[src/rtl/cpu_pkg.sv]
// -----------------------------------------------------------------------------
// cpu_pkg
//   Shared definitions for the interrupt sequencer slice: interrupt kinds,
//   vector base addresses, sequence length and the sequencer FSM states.
// -----------------------------------------------------------------------------
package cpu_pkg;

  // Number of cycles in every BRK/IRQ/NMI/RESET micro-sequence.
  localparam int SEQ_LEN = 7;

  // Low byte addresses of the vector pairs; the high byte is fetched at +1.
  localparam logic [15:0] VEC_NMI = 16'hFFFA;
  localparam logic [15:0] VEC_RST = 16'hFFFC;
  localparam logic [15:0] VEC_IRQ = 16'hFFFE;

  // Encoding is visible on the int_kind output.
  typedef enum logic [1:0] {
    BRK   = 2'b00,
    IRQ   = 2'b01,
    NMI   = 2'b10,
    RESET = 2'b11
  } int_kind_t;

  typedef enum logic {
    ST_IDLE = 1'b0,
    ST_SEQ  = 1'b1
  } seq_state_t;

  // BRK shares the IRQ vector.
  function automatic logic [15:0] vector_base(input int_kind_t kind);
    case (kind)
      NMI:     return VEC_NMI;
      RESET:   return VEC_RST;
      default: return VEC_IRQ;
    endcase
  endfunction

endpackage

[src/rtl/interrupt_sequencer_if.sv]
// -----------------------------------------------------------------------------
// interrupt_sequencer_if
//   Bundles the sequencer's pins and control-side signals.
//   master: the surrounding CPU/control (drives pins, status, boundary, rdy)
//   slave : the interrupt sequencer (drives busy, cycle, kind, bus controls)
//
//   nmi_n, irq_n     async active-low interrupt pins
//   psr_in[7:0]      processor status; bit 2 is the I flag
//   instr_boundary   last cycle of the current instruction
//   brk_decoded      opcode being started is BRK (valid with instr_boundary)
//   rdy              bus ready; sequence holds while low
//   busy             sequence in progress
//   seq_cycle[2:0]   current sequence cycle 0..6
//   int_kind[1:0]    00 BRK, 01 IRQ, 10 NMI, 11 RESET
//   stack_wr         stack push in cycles 2..4 (not for RESET)
//   vector_addr      vector fetch address in cycles 5/6, else 0
//   break_set        set B flag (cycle 4 of BRK)
//   manual_I         write I flag (cycle 5)
//   manual_set       value written with manual_I
// -----------------------------------------------------------------------------
interface interrupt_sequencer_if;

  logic        nmi_n;
  logic        irq_n;
  logic [7:0]  psr_in;
  logic        instr_boundary;
  logic        brk_decoded;
  logic        rdy;

  logic        busy;
  logic [2:0]  seq_cycle;
  logic [1:0]  int_kind;
  logic        stack_wr;
  logic [15:0] vector_addr;
  logic        break_set;
  logic        manual_I;
  logic        manual_set;

  modport master (
    output nmi_n, irq_n, psr_in, instr_boundary, brk_decoded, rdy,
    input  busy, seq_cycle, int_kind, stack_wr, vector_addr,
           break_set, manual_I, manual_set
  );

  modport slave (
    input  nmi_n, irq_n, psr_in, instr_boundary, brk_decoded, rdy,
    output busy, seq_cycle, int_kind, stack_wr, vector_addr,
           break_set, manual_I, manual_set
  );

endinterface

[src/rtl/pin_sync.sv]
// -----------------------------------------------------------------------------
// pin_sync
//   STAGES-deep flop chain bringing an asynchronous pin into the clk domain.
//   Resets to 1 so an idle (high) active-low pin produces no spurious edge.
//
//   clk      system clock
//   rst      synchronous active-high reset
//   async_i  asynchronous pin
//   sync_o   synchronised pin (STAGES edges of latency)
// -----------------------------------------------------------------------------
module pin_sync #(
  parameter int STAGES = 2
) (
  input  logic clk,
  input  logic rst,
  input  logic async_i,
  output logic sync_o
);

  logic [STAGES-1:0] chain_q;
  logic [STAGES-1:0] chain_d;

  // Shift toward the MSB; the MSB is the synchronised output.
  assign chain_d = (chain_q << 1) | STAGES'(async_i);

  // NOTE: sequential state is updated with non-blocking assignments so every
  // flop samples its pre-edge inputs, independent of statement order.
  always_ff @(posedge clk) begin
    if (rst) begin
      chain_q <= '1;
    end else begin
      chain_q <= chain_d;
    end
  end

  assign sync_o = chain_q[STAGES-1];

endmodule

[src/rtl/interrupt_sequencer.sv]
// -----------------------------------------------------------------------------
// interrupt_sequencer
//   Synchronises NMI/IRQ pins, latches the NMI falling edge, arbitrates
//   RESET/NMI/IRQ/BRK at instruction boundaries and runs the 7-cycle
//   interrupt micro-sequence (2 dummy cycles, 3 pushes, 2 vector fetches).
//
//   clk   system clock
//   rst   synchronous active-high reset; (re)starts a RESET sequence
//   bus   interrupt_sequencer_if.slave (pins, status, control outputs)
//
//   All outputs decode registered state only; nothing from the pins reaches
//   an output combinationally.
// -----------------------------------------------------------------------------
module interrupt_sequencer #(
  parameter int SEQ_LEN     = cpu_pkg::SEQ_LEN,
  parameter int SYNC_STAGES = 2
) (
  input  logic                  clk,
  input  logic                  rst,
  interrupt_sequencer_if.slave  bus
);

  import cpu_pkg::*;

  localparam logic [2:0] LAST_CYCLE = 3'(SEQ_LEN - 1);

  // ---------------------------------------------------------------------------
  // Pin synchronisers
  // ---------------------------------------------------------------------------
  logic nmi_s;
  logic irq_s;

  pin_sync #(.STAGES(SYNC_STAGES)) u_nmi_sync (
    .clk     (clk),
    .rst     (rst),
    .async_i (bus.nmi_n),
    .sync_o  (nmi_s)
  );

  pin_sync #(.STAGES(SYNC_STAGES)) u_irq_sync (
    .clk     (clk),
    .rst     (rst),
    .async_i (bus.irq_n),
    .sync_o  (irq_s)
  );

  // Only the I flag matters here; the other status bits pass by untouched.
  logic unused_psr_bits;
  assign unused_psr_bits = ^{bus.psr_in[7:3], bus.psr_in[1:0]};

  // ---------------------------------------------------------------------------
  // State
  // ---------------------------------------------------------------------------
  seq_state_t state_q,       state_d;
  int_kind_t  kind_q,        kind_d;
  logic [2:0] cycle_q,       cycle_d;
  logic       brk_q,         brk_d;         // sequence was started by BRK
  logic       nmi_prev_q,    nmi_prev_d;
  logic       nmi_pending_q, nmi_pending_d;

  logic irq_req;
  logic nmi_edge;
  logic nmi_clear;
  logic in_seq;

  assign in_seq   = (state_q == ST_SEQ);
  assign irq_req  = ~irq_s & ~bus.psr_in[2];
  assign nmi_edge = nmi_prev_q & ~nmi_s;

  // The NMI request is consumed as the NMI sequence leaves cycle 5.
  assign nmi_clear = in_seq && (kind_q == NMI) && (cycle_q == 3'd5) && bus.rdy;

  // NOTE: every signal assigned in this always_comb gets a default first, so
  // no path leaves it unassigned and no latch is inferred.
  always_comb begin
    state_d    = state_q;
    kind_d     = kind_q;
    cycle_d    = cycle_q;
    brk_d      = brk_q;
    nmi_prev_d = nmi_s;

    // A new edge wins over a simultaneous clear.
    nmi_pending_d = nmi_edge | (nmi_pending_q & ~nmi_clear);

    case (state_q)
      ST_IDLE: begin
        if (bus.instr_boundary && bus.rdy) begin
          if (nmi_pending_q) begin
            state_d = ST_SEQ;
            kind_d  = NMI;
            cycle_d = 3'd0;
            brk_d   = 1'b0;
          end else if (irq_req) begin
            state_d = ST_SEQ;
            kind_d  = IRQ;
            cycle_d = 3'd0;
            brk_d   = 1'b0;
          end else if (bus.brk_decoded) begin
            state_d = ST_SEQ;
            kind_d  = BRK;
            cycle_d = 3'd0;
            brk_d   = 1'b1;
          end
        end
      end

      ST_SEQ: begin
        // Late NMI hijacks an IRQ/BRK sequence before its vector fetch; the
        // pushes already done are shared, only the vector changes.
        if ((kind_q == IRQ || kind_q == BRK) && nmi_pending_q && (cycle_q <= 3'd4)) begin
          kind_d = NMI;
        end
        if (bus.rdy) begin
          if (cycle_q == LAST_CYCLE) begin
            state_d = ST_IDLE;
            cycle_d = 3'd0;
          end else begin
            cycle_d = cycle_q + 3'd1;
          end
        end
      end

      default: begin
        state_d = ST_IDLE;
        cycle_d = 3'd0;
      end
    endcase
  end

  always_ff @(posedge clk) begin
    if (rst) begin
      state_q       <= ST_SEQ;
      kind_q        <= RESET;
      cycle_q       <= 3'd0;
      brk_q         <= 1'b0;
      nmi_prev_q    <= 1'b1;
      nmi_pending_q <= 1'b0;
    end else begin
      state_q       <= state_d;
      kind_q        <= kind_d;
      cycle_q       <= cycle_d;
      brk_q         <= brk_d;
      nmi_prev_q    <= nmi_prev_d;
      nmi_pending_q <= nmi_pending_d;
    end
  end

  // ---------------------------------------------------------------------------
  // Output decode
  // ---------------------------------------------------------------------------
  logic vec_cycle;
  assign vec_cycle = in_seq && (cycle_q == 3'd5 || cycle_q == 3'd6);

  assign bus.busy       = in_seq;
  assign bus.seq_cycle  = cycle_q;
  assign bus.int_kind   = kind_q;

  // RESET performs dummy reads instead of pushes.
  assign bus.stack_wr   = in_seq && (kind_q != RESET) &&
                          (cycle_q >= 3'd2) && (cycle_q <= 3'd4);

  assign bus.vector_addr = vec_cycle ?
                           (vector_base(kind_q) | {15'd0, cycle_q == 3'd6}) :
                           16'h0000;

  // Uses the kind the sequence started with, so a hijacked BRK still pushes B.
  assign bus.break_set  = in_seq && brk_q && (cycle_q == 3'd4);
  assign bus.manual_I   = in_seq && (cycle_q == 3'd5);
  assign bus.manual_set = bus.manual_I;

endmodule

[src/flat_wrapper.sv]
// flat-port wrapper written by rule: the top's interface ports become plain ports
module interrupt_sequencer_flat import cpu_pkg::*;
#(
  parameter int SEQ_LEN     = cpu_pkg::SEQ_LEN,
  parameter int SYNC_STAGES = 2
)
  (clk, rst, bus_nmi_n, bus_irq_n, bus_psr_in, bus_instr_boundary, bus_brk_decoded, bus_rdy, bus_busy, bus_seq_cycle, bus_int_kind, bus_stack_wr, bus_vector_addr, bus_break_set, bus_manual_I, bus_manual_set);
  interrupt_sequencer_if bus_i ();
  input  logic clk;
  input  logic rst;
  input wire logic [$bits(bus_i.nmi_n)-1:0] bus_nmi_n;
  input wire logic [$bits(bus_i.irq_n)-1:0] bus_irq_n;
  input wire logic [$bits(bus_i.psr_in)-1:0] bus_psr_in;
  input wire logic [$bits(bus_i.instr_boundary)-1:0] bus_instr_boundary;
  input wire logic [$bits(bus_i.brk_decoded)-1:0] bus_brk_decoded;
  input wire logic [$bits(bus_i.rdy)-1:0] bus_rdy;
  output wire logic [$bits(bus_i.busy)-1:0] bus_busy;
  output wire logic [$bits(bus_i.seq_cycle)-1:0] bus_seq_cycle;
  output wire logic [$bits(bus_i.int_kind)-1:0] bus_int_kind;
  output wire logic [$bits(bus_i.stack_wr)-1:0] bus_stack_wr;
  output wire logic [$bits(bus_i.vector_addr)-1:0] bus_vector_addr;
  output wire logic [$bits(bus_i.break_set)-1:0] bus_break_set;
  output wire logic [$bits(bus_i.manual_I)-1:0] bus_manual_I;
  output wire logic [$bits(bus_i.manual_set)-1:0] bus_manual_set;
  assign bus_i.nmi_n = bus_nmi_n;
  assign bus_i.irq_n = bus_irq_n;
  assign bus_i.psr_in = bus_psr_in;
  assign bus_i.instr_boundary = bus_instr_boundary;
  assign bus_i.brk_decoded = bus_brk_decoded;
  assign bus_i.rdy = bus_rdy;
  assign bus_busy = bus_i.busy;
  assign bus_seq_cycle = bus_i.seq_cycle;
  assign bus_int_kind = bus_i.int_kind;
  assign bus_stack_wr = bus_i.stack_wr;
  assign bus_vector_addr = bus_i.vector_addr;
  assign bus_break_set = bus_i.break_set;
  assign bus_manual_I = bus_i.manual_I;
  assign bus_manual_set = bus_i.manual_set;
  interrupt_sequencer #(.SEQ_LEN(SEQ_LEN), .SYNC_STAGES(SYNC_STAGES)) u_core (.clk(clk), .rst(rst), .bus(bus_i));
endmodule
[config.mk]
export PLATFORM = sky130hd
export DESIGN_NAME = interrupt_sequencer_flat
export DESIGN_NICKNAME = d
export VERILOG_FILES = /design/src/rtl/cpu_pkg.sv /design/src/rtl/interrupt_sequencer_if.sv /design/src/rtl/pin_sync.sv /design/src/rtl/interrupt_sequencer.sv /design/src/flat_wrapper.sv
export SDC_FILE = /design/constraint.sdc
export NUM_CORES = 1
export LEC_CHECK = 0
export BUFFER_PORTS_ARGS = -buffer_cell sky130_fd_sc_hd__buf_2
export CAP_MARGIN = 20
export CORE_UTILIZATION = 45
export CTS_CLUSTER_SIZE = 28
export DETAILED_ROUTE_END_ITERATION = 10
export PLACE_DENSITY = 0.82
export SKIP_LAST_GASP = 1
export SYNTH_ARGS = -nofsm -noshare
export SYNTH_HDL_FRONTEND = slang
export SYNTH_SLANG_ARGS = --single-unit
[constraint.sdc]
create_clock -name clk -period 4.09 [get_ports clk]
set_clock_uncertainty 0.15 [all_clocks]
set_input_delay 0.409 -clock clk [delete_from_list [all_inputs] [get_ports clk]]
set_output_delay 0.409 -clock clk [all_outputs]
set_load 0.05 [all_outputs]
==> impl_metrics.tcl <==
set metrics [dict create \
    outcome "complete, no violations" \
    cp_cell_sequence "nand2_1 > a21o_1 > inv_1 > buf_2" \
    switching_share 0.275 \
    core_sq_mm 0.00138 \
    cts_tree "built" \
    clockBufferDepth 2 \
    path_class "flop to primary output" \
    fp.dieH_um 41.6 \
    via_per_inst 5.23 \
    synth.cell_area_sq_um 706 \
    drv_cap 0 \
    antenna_found_initial 0 \
    ys_seq_area_frac 0.369 \
    synth_cell_types 29 \
    rows 13 \
    share_comb_of_total_power 0.113 \
    vias 612 \
    ant_nets 0 \
    h-tree-depth 1 \
    diodes 0 \
    fillers 137 \
    synth.avg_cell_area_sq_um 8.50 \
    hold_buffers 0 \
    die_w_um 41.6 \
    layout_min_cycle_time_ns 2.39 \
    power.density_mw_per_mm2 306 \
    pwr-share-seq 0.556 \
    cp_top_family "flip-flops" \
    setup-tns-final_ns 0 \
    hpwl_um 977 \
    worst_slew_pin_slew_ns 0.449 \
    seqCellArea_sq_um 260 \
    grt_pass1_vias 489 \
    start_util 0.510 \
    leakagePower_uw 0.000378 \
    grt_usage 0.162 \
    yosysWarnings 0 \
    vdd_drop_max_mv 0.276 \
    port_buffers 33 \
    drive_gt1_frac 0.431 \
    fin_crit_sh 0.585 \
    multi_input_area_sq_um 318 \
    ys_ff_latch 13 \
    grt-ovfl-total 0 \
    clk_transition_reported_paths_ns 0.08 \
    timing.rr.start "u_core.bus.busy" \
    ctsResizeCount 0 \
    setup_violations 0 \
    hold_viol 0 \
    synth-edff-count 0 \
    finalNonFillerCells 117 \
    area_growth_pct 12.9 \
    clk_latency_ns 0.28 \
    path_buf_inv 2 \
    die_area_sq_mm 0.00173 \
    start_kind "flop" \
    pwr-share-clk 0.331 \
    grt_max_degree 16 \
    grt_pass1_wl_um 2110 \
    cts_root_buffer "clkbuf_4" \
    finalNetCount 118 \
    fmax_mhz 418 \
    ios 41 \
    cts_buffers 3 \
    cp.arrival_ns 1.83 \
    drt_iter0_drc 16 \
    first_pass_iters 4 \
    routed_wl_um 1360 \
    p_sw_uw 67.1 \
    clkSinkCount 13 \
    min-delay-path-class "primary input to flop" \
    worst_path_largest_cell_delay_ns 0.60 \
    syn_nets 98 \
    drc 0 \
    crit_start "u_core.bus.busy" \
    crit_slowest_cell "dfxtp_1" \
    wire_per_inst_um 11.6 \
    worstSetupEndpointType "primary output" \
    p_int_uw 176 \
    place_congestion 0.710 \
    rsz0062_at_grt "false" \
    cp_max_fo 15 \
    hold_start "bus_irq_n" \
    slew_violations 0 \
    relSlewSlack 0.700 \
    post_cts_buffers 0 \
    ys_async_sr_fraction 0 \
    crit_required_ns 3.53 \
    dp_cells 113 \
    ys_dominant_reg_cell "dfxtp_1" \
    syn_inst 83 \
]
[layout make-up]
cell class                      instances  share of cell area
Clock inverter                          1             0.00628
Sequential cell                        13               0.327
Timing Repair Buffer                   33               0.207
Clock buffer                            3              0.0283
Inverter                                2             0.00942
Multi-Input combinational cell         50               0.399
Tap cell                               15              0.0235
[through the flow]
step | cell area (sq um) | hold slack, ns | total power, uW | worst slack (ns) | util
after floorplan | 706 | 0.239 | 157 | 1.24 | -
after global placement | 769 | 0.244 | 165 | 2.10 | 0.557
after detailed placement | 769 | 0.248 | 166 | 2.03 | 0.557
after CTS | 797 | 0.145 | 246 | 1.69 | 0.576
after global routing | 797 | 0.137 | 254 | 1.56 | 0.576
final | 797 | 0.150 | 244 | 1.70 | 0.576
[layer usage]
metal,vias up,GRT usage,part of all wire
met4,0,0.0581,0.0081
met2,17,0.272,0.51
met3,2,0.0783,0.057
li1,318,-,-
met5,-,0,0
met1,275,0.175,0.43
[power groups by stage]
stage / clock network [uW] / logic, uW / registers (uW)
after floorplan: 0 / 16.9 / 140
after global placement: 0 / 26.8 / 138
after detailed placement: 0 / 27.5 / 138
after CTS: 82.9 / 27.5 / 135
after global routing: 88.6 / 29.6 / 136
final: 80.6 / 27.5 / 135
[sequential cells by signal, indices dropped and copies added (netlist names)]
| name | flops |
|---|---|
| u_core.bus.seq_cycle | 3 |
| u_core.bus.int_kind | 2 |
| u_core.u_irq_sync.chain_q | 2 |
| u_core.u_nmi_sync.chain_q | 2 |
| u_core.brk_q | 1 |
| u_core.bus.busy | 1 |
| u_core.nmi_pending_q | 1 |
| u_core.nmi_prev_q | 1 |
[logic make-up (layout without fill, tap and decap cells)]
family                 after synthesis  count (layout)  share of synthesized area
buffers and inverters               20              39                      0.181
flip-flops                          13              13                      0.369
AO/OA/AOI/OAI                       21              21                      0.222
AND/OR/NAND/NOR                     29              29                      0.229
[cell usage in the layout, fill, tap and decap left out, drive strengths merged, types with 2 or more instances in the layout]
cell    count
a31oi       2
clkbuf      3
a211oi      2
nand2       3
nand2b      3
inv         2
nor2b       2
o31ai       2
buf        33
o21ai       2
dfxtp      13
nor2        7
or2         6
a21oi       6
[worst register-to-register path, stage by stage, from the launching register on]
cell and delay (ns):
dfxtp_1 0.60, nand2_1 0.20, nor2_1 0.19, a22oi_1 0.10, or2_2 0.29
[worst paths after layout]
| check | endpoint | slack (ns) | cells past startpoint |
|---|---|---|---|
| max reg2reg | u_core.bus.busy | 2.46 | 4 |
| min | u_core.u_irq_sync.chain_q[0] | 0.15 | 2 |
| min reg2reg | u_core.u_irq_sync.chain_q[1] | 0.26 | 1 |
| max | bus_vector_addr[3] | 1.70 | 4 |
[Yosys cell counts, types with 3 or more instances]
library cell  instances  area, sq um
a21oi_1               6         30.0
buf_4                14          105
clkbuf_1              4         15.0
dfxtp_1              13          260
nand2_1               3         11.3
nand2b_1              3         18.8
nor2_1                7         26.3
or2_2                 6         37.5
Power figures use the tool's default switching activity.
